--- src/rtl/aim_instr_decoder_pkg.sv ---
// aim_isa_pkg: AIM instruction field positions, default class codes and decoded field bundle
package aim_isa_pkg;
  localparam int CLASS_MSB = 31;
  localparam int CLASS_LSB = 28;
  localparam int OPC_MSB = 31;
  localparam int OPC_LSB = 26;
  localparam int TYPE_MSB = 27;
  localparam int TYPE_LSB = 24;
  localparam int SRC_MSB = 23;
  localparam int SRC_LSB = 16;
  localparam int DST_MSB = 15;
  localparam int DST_LSB = 8;
  localparam int IMM_MSB = 7;
  localparam int IMM_LSB = 0;
  localparam logic [3:0] AI_CLASS_DEF = 4'h1;
  localparam logic [3:0] GFX_CLASS_DEF = 4'h2;
  typedef struct packed {
    logic [5:0] opcode;
    logic [3:0] ai_type;
    logic [3:0] gfx_type;
    logic [7:0] src_reg;
    logic [7:0] dst_reg;
    logic [7:0] imm;
  } dec_fields_t;
endpackage

--- src/rtl/aim_instr_decoder_if.sv ---
// aim_instr_decoder_if: fetch-to-decoder bus; illegal signal present only with AIM_DEC_ILLEGAL_EN
interface aim_instr_decoder_if;
  logic in_valid;
  logic [31:0] instr;
  logic out_valid;
  logic is_ai;
  logic is_graphics;
  logic [5:0] opcode;
  logic [3:0] ai_type;
  logic [3:0] gfx_type;
  logic [7:0] src_reg;
  logic [7:0] dst_reg;
  logic [7:0] imm;
`ifdef AIM_DEC_ILLEGAL_EN
  logic illegal;
  modport master (output in_valid, instr,
                  input out_valid, is_ai, is_graphics, opcode, ai_type, gfx_type, src_reg, dst_reg, imm, illegal);
  modport slave (input in_valid, instr,
                 output out_valid, is_ai, is_graphics, opcode, ai_type, gfx_type, src_reg, dst_reg, imm, illegal);
`else
  modport master (output in_valid, instr,
                  input out_valid, is_ai, is_graphics, opcode, ai_type, gfx_type, src_reg, dst_reg, imm);
  modport slave (input in_valid, instr,
                 output out_valid, is_ai, is_graphics, opcode, ai_type, gfx_type, src_reg, dst_reg, imm);
`endif
endinterface

--- src/rtl/aim_instr_decoder_field_extract.sv ---
// aim_field_extract: combinational split of an AIM word into fields and class flags
module aim_field_extract
  import aim_isa_pkg::*;
#(
  parameter logic [3:0] AI_CLASS = AI_CLASS_DEF,
  parameter logic [3:0] GFX_CLASS = GFX_CLASS_DEF
) (
  input  logic [31:0] instr,
  output dec_fields_t fields,
  output logic        is_ai,
  output logic        is_graphics
);
  logic [3:0] cls;
  logic [3:0] typ;
  always_comb begin
    cls = instr[CLASS_MSB:CLASS_LSB];
    typ = instr[TYPE_MSB:TYPE_LSB];
    is_ai = cls == AI_CLASS;
    is_graphics = cls == GFX_CLASS;
    fields.opcode = instr[OPC_MSB:OPC_LSB];
    fields.ai_type = is_ai ? typ : '0;
    fields.gfx_type = is_graphics ? typ : '0;
    fields.src_reg = instr[SRC_MSB:SRC_LSB];
    fields.dst_reg = instr[DST_MSB:DST_LSB];
    fields.imm = instr[IMM_MSB:IMM_LSB];
  end
endmodule

--- src/rtl/aim_instr_decoder.sv ---
// aim_instr_decoder: one-stage registered AIM decoder; AIM_DEC_ILLEGAL_EN adds the illegal flag
module aim_instr_decoder
  import aim_isa_pkg::*;
#(
  parameter logic [3:0] AI_CLASS = AI_CLASS_DEF,
  parameter logic [3:0] GFX_CLASS = GFX_CLASS_DEF
) (
  input logic clk,
  input logic rst_n,
  aim_instr_decoder_if.slave bus
);
  if (AI_CLASS == GFX_CLASS) begin : g_class_clash
    $error("aim_instr_decoder: AI_CLASS and GFX_CLASS must differ");
  end
  dec_fields_t fields;
  dec_fields_t fields_q;
  logic is_ai;
  logic is_graphics;
  logic valid_q;
  logic is_ai_q;
  logic is_graphics_q;
  aim_field_extract #(.AI_CLASS(AI_CLASS), .GFX_CLASS(GFX_CLASS)) u_extract (
    .instr(bus.instr),
    .fields(fields),
    .is_ai(is_ai),
    .is_graphics(is_graphics)
  );
  // Fields hold across idle cycles; only the valid flag drops.
  always_ff @(posedge clk or negedge rst_n) begin
    if (!rst_n) begin
      valid_q <= 1'b0;
      is_ai_q <= 1'b0;
      is_graphics_q <= 1'b0;
      fields_q <= '0;
    end else begin
      valid_q <= bus.in_valid;
      if (bus.in_valid) begin
        is_ai_q <= is_ai;
        is_graphics_q <= is_graphics;
        fields_q <= fields;
      end
    end
  end
`ifdef AIM_DEC_ILLEGAL_EN
  logic illegal_q;
  always_ff @(posedge clk or negedge rst_n) begin
    if (!rst_n) illegal_q <= 1'b0;
    else illegal_q <= bus.in_valid && !is_ai && !is_graphics;
  end
  assign bus.illegal = illegal_q;
`endif
  assign bus.out_valid = valid_q;
  assign bus.is_ai = is_ai_q;
  assign bus.is_graphics = is_graphics_q;
  assign bus.opcode = fields_q.opcode;
  assign bus.ai_type = fields_q.ai_type;
  assign bus.gfx_type = fields_q.gfx_type;
  assign bus.src_reg = fields_q.src_reg;
  assign bus.dst_reg = fields_q.dst_reg;
  assign bus.imm = fields_q.imm;
endmodule

--- src/flat_wrapper.sv ---
// flat-port wrapper written by rule: the top's interface ports become plain ports
module aim_instr_decoder_flat import aim_isa_pkg::*;
#(
  parameter logic [3:0] AI_CLASS = AI_CLASS_DEF,
  parameter logic [3:0] GFX_CLASS = GFX_CLASS_DEF
)
  (clk, rst_n, bus_in_valid, bus_instr, bus_out_valid, bus_is_ai, bus_is_graphics, bus_opcode, bus_ai_type, bus_gfx_type, bus_src_reg, bus_dst_reg, bus_imm);
  aim_instr_decoder_if bus_i ();
  input logic clk;
  input logic rst_n;
  input wire logic [$bits(bus_i.in_valid)-1:0] bus_in_valid;
  input wire logic [$bits(bus_i.instr)-1:0] bus_instr;
  output wire logic [$bits(bus_i.out_valid)-1:0] bus_out_valid;
  output wire logic [$bits(bus_i.is_ai)-1:0] bus_is_ai;
  output wire logic [$bits(bus_i.is_graphics)-1:0] bus_is_graphics;
  output wire logic [$bits(bus_i.opcode)-1:0] bus_opcode;
  output wire logic [$bits(bus_i.ai_type)-1:0] bus_ai_type;
  output wire logic [$bits(bus_i.gfx_type)-1:0] bus_gfx_type;
  output wire logic [$bits(bus_i.src_reg)-1:0] bus_src_reg;
  output wire logic [$bits(bus_i.dst_reg)-1:0] bus_dst_reg;
  output wire logic [$bits(bus_i.imm)-1:0] bus_imm;
  assign bus_i.in_valid = bus_in_valid;
  assign bus_i.instr = bus_instr;
  assign bus_out_valid = bus_i.out_valid;
  assign bus_is_ai = bus_i.is_ai;
  assign bus_is_graphics = bus_i.is_graphics;
  assign bus_opcode = bus_i.opcode;
  assign bus_ai_type = bus_i.ai_type;
  assign bus_gfx_type = bus_i.gfx_type;
  assign bus_src_reg = bus_i.src_reg;
  assign bus_dst_reg = bus_i.dst_reg;
  assign bus_imm = bus_i.imm;
  aim_instr_decoder #(.AI_CLASS(AI_CLASS), .GFX_CLASS(GFX_CLASS)) u_core (.clk(clk), .rst_n(rst_n), .bus(bus_i));
endmodule
--- config.mk ---
export PLATFORM = sky130hd
export DESIGN_NAME = aim_instr_decoder_flat
export DESIGN_NICKNAME = d
export VERILOG_FILES = /design/src/rtl/aim_instr_decoder_pkg.sv /design/src/rtl/aim_instr_decoder_if.sv /design/src/rtl/aim_instr_decoder_field_extract.sv /design/src/rtl/aim_instr_decoder.sv /design/src/flat_wrapper.sv
export SDC_FILE = /design/constraint.sdc
export NUM_CORES = 1
export LEC_CHECK = 0
export CAP_MARGIN = 0
export CORE_ASPECT_RATIO = 0.75
export CORE_MARGIN = 2
export CORE_UTILIZATION = 36
export CTS_CLUSTER_DIAMETER = 30
export DETAILED_ROUTE_END_ITERATION = 10
export GPL_ROUTABILITY_DRIVEN = 0
export HOLD_SLACK_MARGIN = 0.15
export PLACE_DENSITY = 0.8
export REMOVE_ABC_BUFFERS = 1
export SLEW_MARGIN = 30
export SYNTH_ARGS = -nofsm -noshare
export SYNTH_HDL_FRONTEND = slang
export SYNTH_SLANG_ARGS = --single-unit
export TNS_END_PERCENT = 30
--- constraint.sdc ---
create_clock -name clk -period 0.9 [get_ports clk]
set_clock_uncertainty 0.2 [all_clocks]
set_input_delay 0.18 -clock clk [delete_from_list [all_inputs] [get_ports clk]]
set_output_delay 0.18 -clock clk [all_outputs]
set_load 0.02 [all_outputs]
==> results.py <==
metrics = {
    "sta": {
        "final_hold_viol_count": 4,
        "slew_headroom": 0.855,
        "maxSlewViolCount": 0,
        "tightest_slew_ns": 0.217,
        "timing.fmax_mhz": 812,
        "hold-worst-slack_ns": -0.0585,
        "grt_setup_unrepaired": "yes",
        "tns_ns": -15.15,
        "setup_ws_ns": -0.332,
        "post-route-min-period_ns": 1.23,
        "post-route-period-util": 1.37,
        "finalSetupViolCount": 79,
    },
    "global_routing": {
        "grt.overflow.total": 0,
        "grt_pass1_vias": 1194,
        "grt_max_degree": 42,
        "track_usage": 0.159,
        "antenna_found_initial": 0,
        "grt_first_pass_wirelength_um": 5720,
    },
    "worst_hold_path": {
        "hp-class": "in -> reg",
        "hp-start": "bus_instr[31]",
        "hold_end": "u_core.bus.opcode[5]",
        "whs_path_depth": 2,
    },
    "pwr": {
        "p_sw_frac": 0.254,
        "power_density_nw_per_um2": 1660,
        "cellLeakagePower_nw": 1.22,
        "seqPwrFrac": 0.479,
        "total_power_mw": 4.36,
        "p_comb_frac": 0.228,
        "p_clk_frac": 0.293,
        "intPower_mw": 3.25,
        "switchingPower_mw": 1.11,
        "vdd_drop_max_uv": 1030,
    },
    "yosys": {
        "seq_area_frac_synth": 0.669,
        "syn_area_per_cell_um2": 14.7,
        "ys.warnings.count": 0,
        "yosysUniqueCellTypes": 11,
        "netlist_area_um2": 1530,
        "ys_seq_elements": 41,
        "synthCells": 104,
    },
    "drt": {
        "drtIter0Drc": 32,
        "ant_nets": 0,
        "drc": 0,
        "wl_per_cell_um": 14.8,
        "drt_first_pass_iters": 4,
        "viasPerCell": 4.59,
        "vias": 1151,
        "wl_um": 3720,
    },
    "cts": {
        "cts_sinks": 41,
        "hold_buffers": 1,
        "htree_levels": 2,
        "cts_made_buffers": 5,
        "cts_tree": "yes",
        "clk_latency_ns": 0.28,
        "cts_buffer_depth": 2,
        "clkSlewWorstSetupHoldPaths_ns": 0.08,
        "cts_root_buf": "clkbuf_8",
    },
    "setup_path": {
        "cp_slowest_cell": "dfrtp_1",
        "reg2reg_slack_ns": -0.19,
        "critical_path.top_delay_family": "flip-flops",
        "worstPathCellList": "buf_6",
        "cp_max_fo": 2,
        "r2r.worst_path.cells": 2,
        "reg2reg_from": "u_core.bus.src_reg[7]",
        "path_buf_inv": 1,
        "path_class": "reg -> out",
        "r2r-end": "u_core.bus.src_reg[7]",
        "cpPeakStageDelay_ns": 0.42,
        "worst_ep_required_time_ns": 0.52,
        "endpoint_kind": "output pin",
        "arrival_ns": 0.85,
        "crit_path_start_kind": "flip-flop",
    },
    "final_layout": {
        "nets": 230,
        "syn_to_final_growth_pct": 72.0,
        "design_area_um2": 2640,
        "n_fill_cell": 316,
        "drive_above_1_share": 0.551,
        "regArea_um2": 1030,
        "final_cell_mix": "41 x dfrtp_1, 35 x buf_6, 28 x clkdlybuf4s50_1",
        "final_common_cell": "dfrtp_1",
        "multi_input_area_um2": 515,
        "final_util": 0.646,
        "antenna_cells": 0,
        "final_cells": 251,
    },
    "die": {
        "initial_core_util": 0.376,
        "dieArea_um2": 4800,
        "ioPinCount": 76,
        "core_um2": 4080,
        "dieWidth_um": 79.3,
        "fp.dieH_um": 60.5,
        "num_rows": 20,
    },
    "run": {
        "cap_violations": 0,
    },
    "status": {
        "violations": "hold timing, setup timing",
        "status": "finished with violations",
    },
    "placed_design": {
        "dpl-instance-area_um2": 2390,
        "placed_cells": 233,
        "dp_hpwl_um": 2660,
        "portBuffers": 75,
        "dp_slack_ns": -0.792,
    },
}
[power groups by stage]
stage	combinational (mW)	clock (mW)	sequential, mW
2_1_floorplan	0.154	0	2.28
3_3_place_gp	0.907	0	2.09
3_5_place_dp	0.927	0	2.10
4_1_cts	0.925	1.30	2.08
5_1_grt	1.06	1.39	2.11
6_report	0.997	1.28	2.09
[how the worst max path moves through the flow]
stage          cells after the start                  start                      to  slack (ns)
3_5_place_dp                       3          bus_instr[28]  u_core.bus.gfx_type[1]       -0.79
2_1_floorplan                      2          bus_instr[28]  u_core.bus.is_graphics       -0.23
6_report                           1  u_core.bus.ai_type[1]          bus_ai_type[1]       -0.33
5_1_grt                            1  u_core.bus.ai_type[1]          bus_ai_type[1]       -0.36
3_3_place_gp                       3          bus_instr[28]  u_core.bus.is_graphics       -0.70
4_1_cts                            1  u_core.bus.ai_type[1]          bus_ai_type[1]       -0.33
[cells by family (layout without fill, tap and decap cells)]
| family | count (synthesis) | in the layout | synth area share |
|---|---|---|---|
| flops | 41 | 41 | 0.669 |
| simple gates | 6 | 6 | 0.0278 |
| mux | 30 | 30 | 0.219 |
| compound gates | 10 | 10 | 0.0392 |
| buf+inv | 17 | 109 | 0.0449 |
[cells in the mapped netlist (all sizes together)]
cell    instances  share of area
clkbuf          1         0.0024
mux2           28           0.21
inv            12          0.029
dfrtp          41           0.67
buf             4          0.013
mux2i           2          0.013
o21ai           2         0.0065
or4b            2          0.018
nand2           4         0.0098
o22ai           8          0.033
[layer usage]
layer | track usage | part of all wire | wire length [µm]
met1 | 0.188 | 0.40 | 1490
met5 | 0 | 0 | 0
met2 | 0.282 | 0.49 | 1830
met3 | 0.0610 | 0.10 | 370
met4 | 0.0369 | 0.0048 | 18
[area by class of cell]
type                            instances  area share
Tap cell                               55      0.0261
Clock inverter                          1     0.00190
Clock buffer                            7      0.0365
Timing Repair Buffer                   89       0.334
Inverter                               12      0.0171
Multi-Input combinational cell         46       0.196
Sequential cell                        41       0.389
[what timing repair did]
| action | CTS | global route |
|---|---|---|
| buffers inserted | 6 | 3 |
| hold endpoints to repair | 57 | 15 |
| resized for setup | 241 | 27 |
| pin swaps | 7 | 0 |
| setup endpoints to repair | 79 | 81 |
Note: power is estimated with default switching activity, not from simulation.
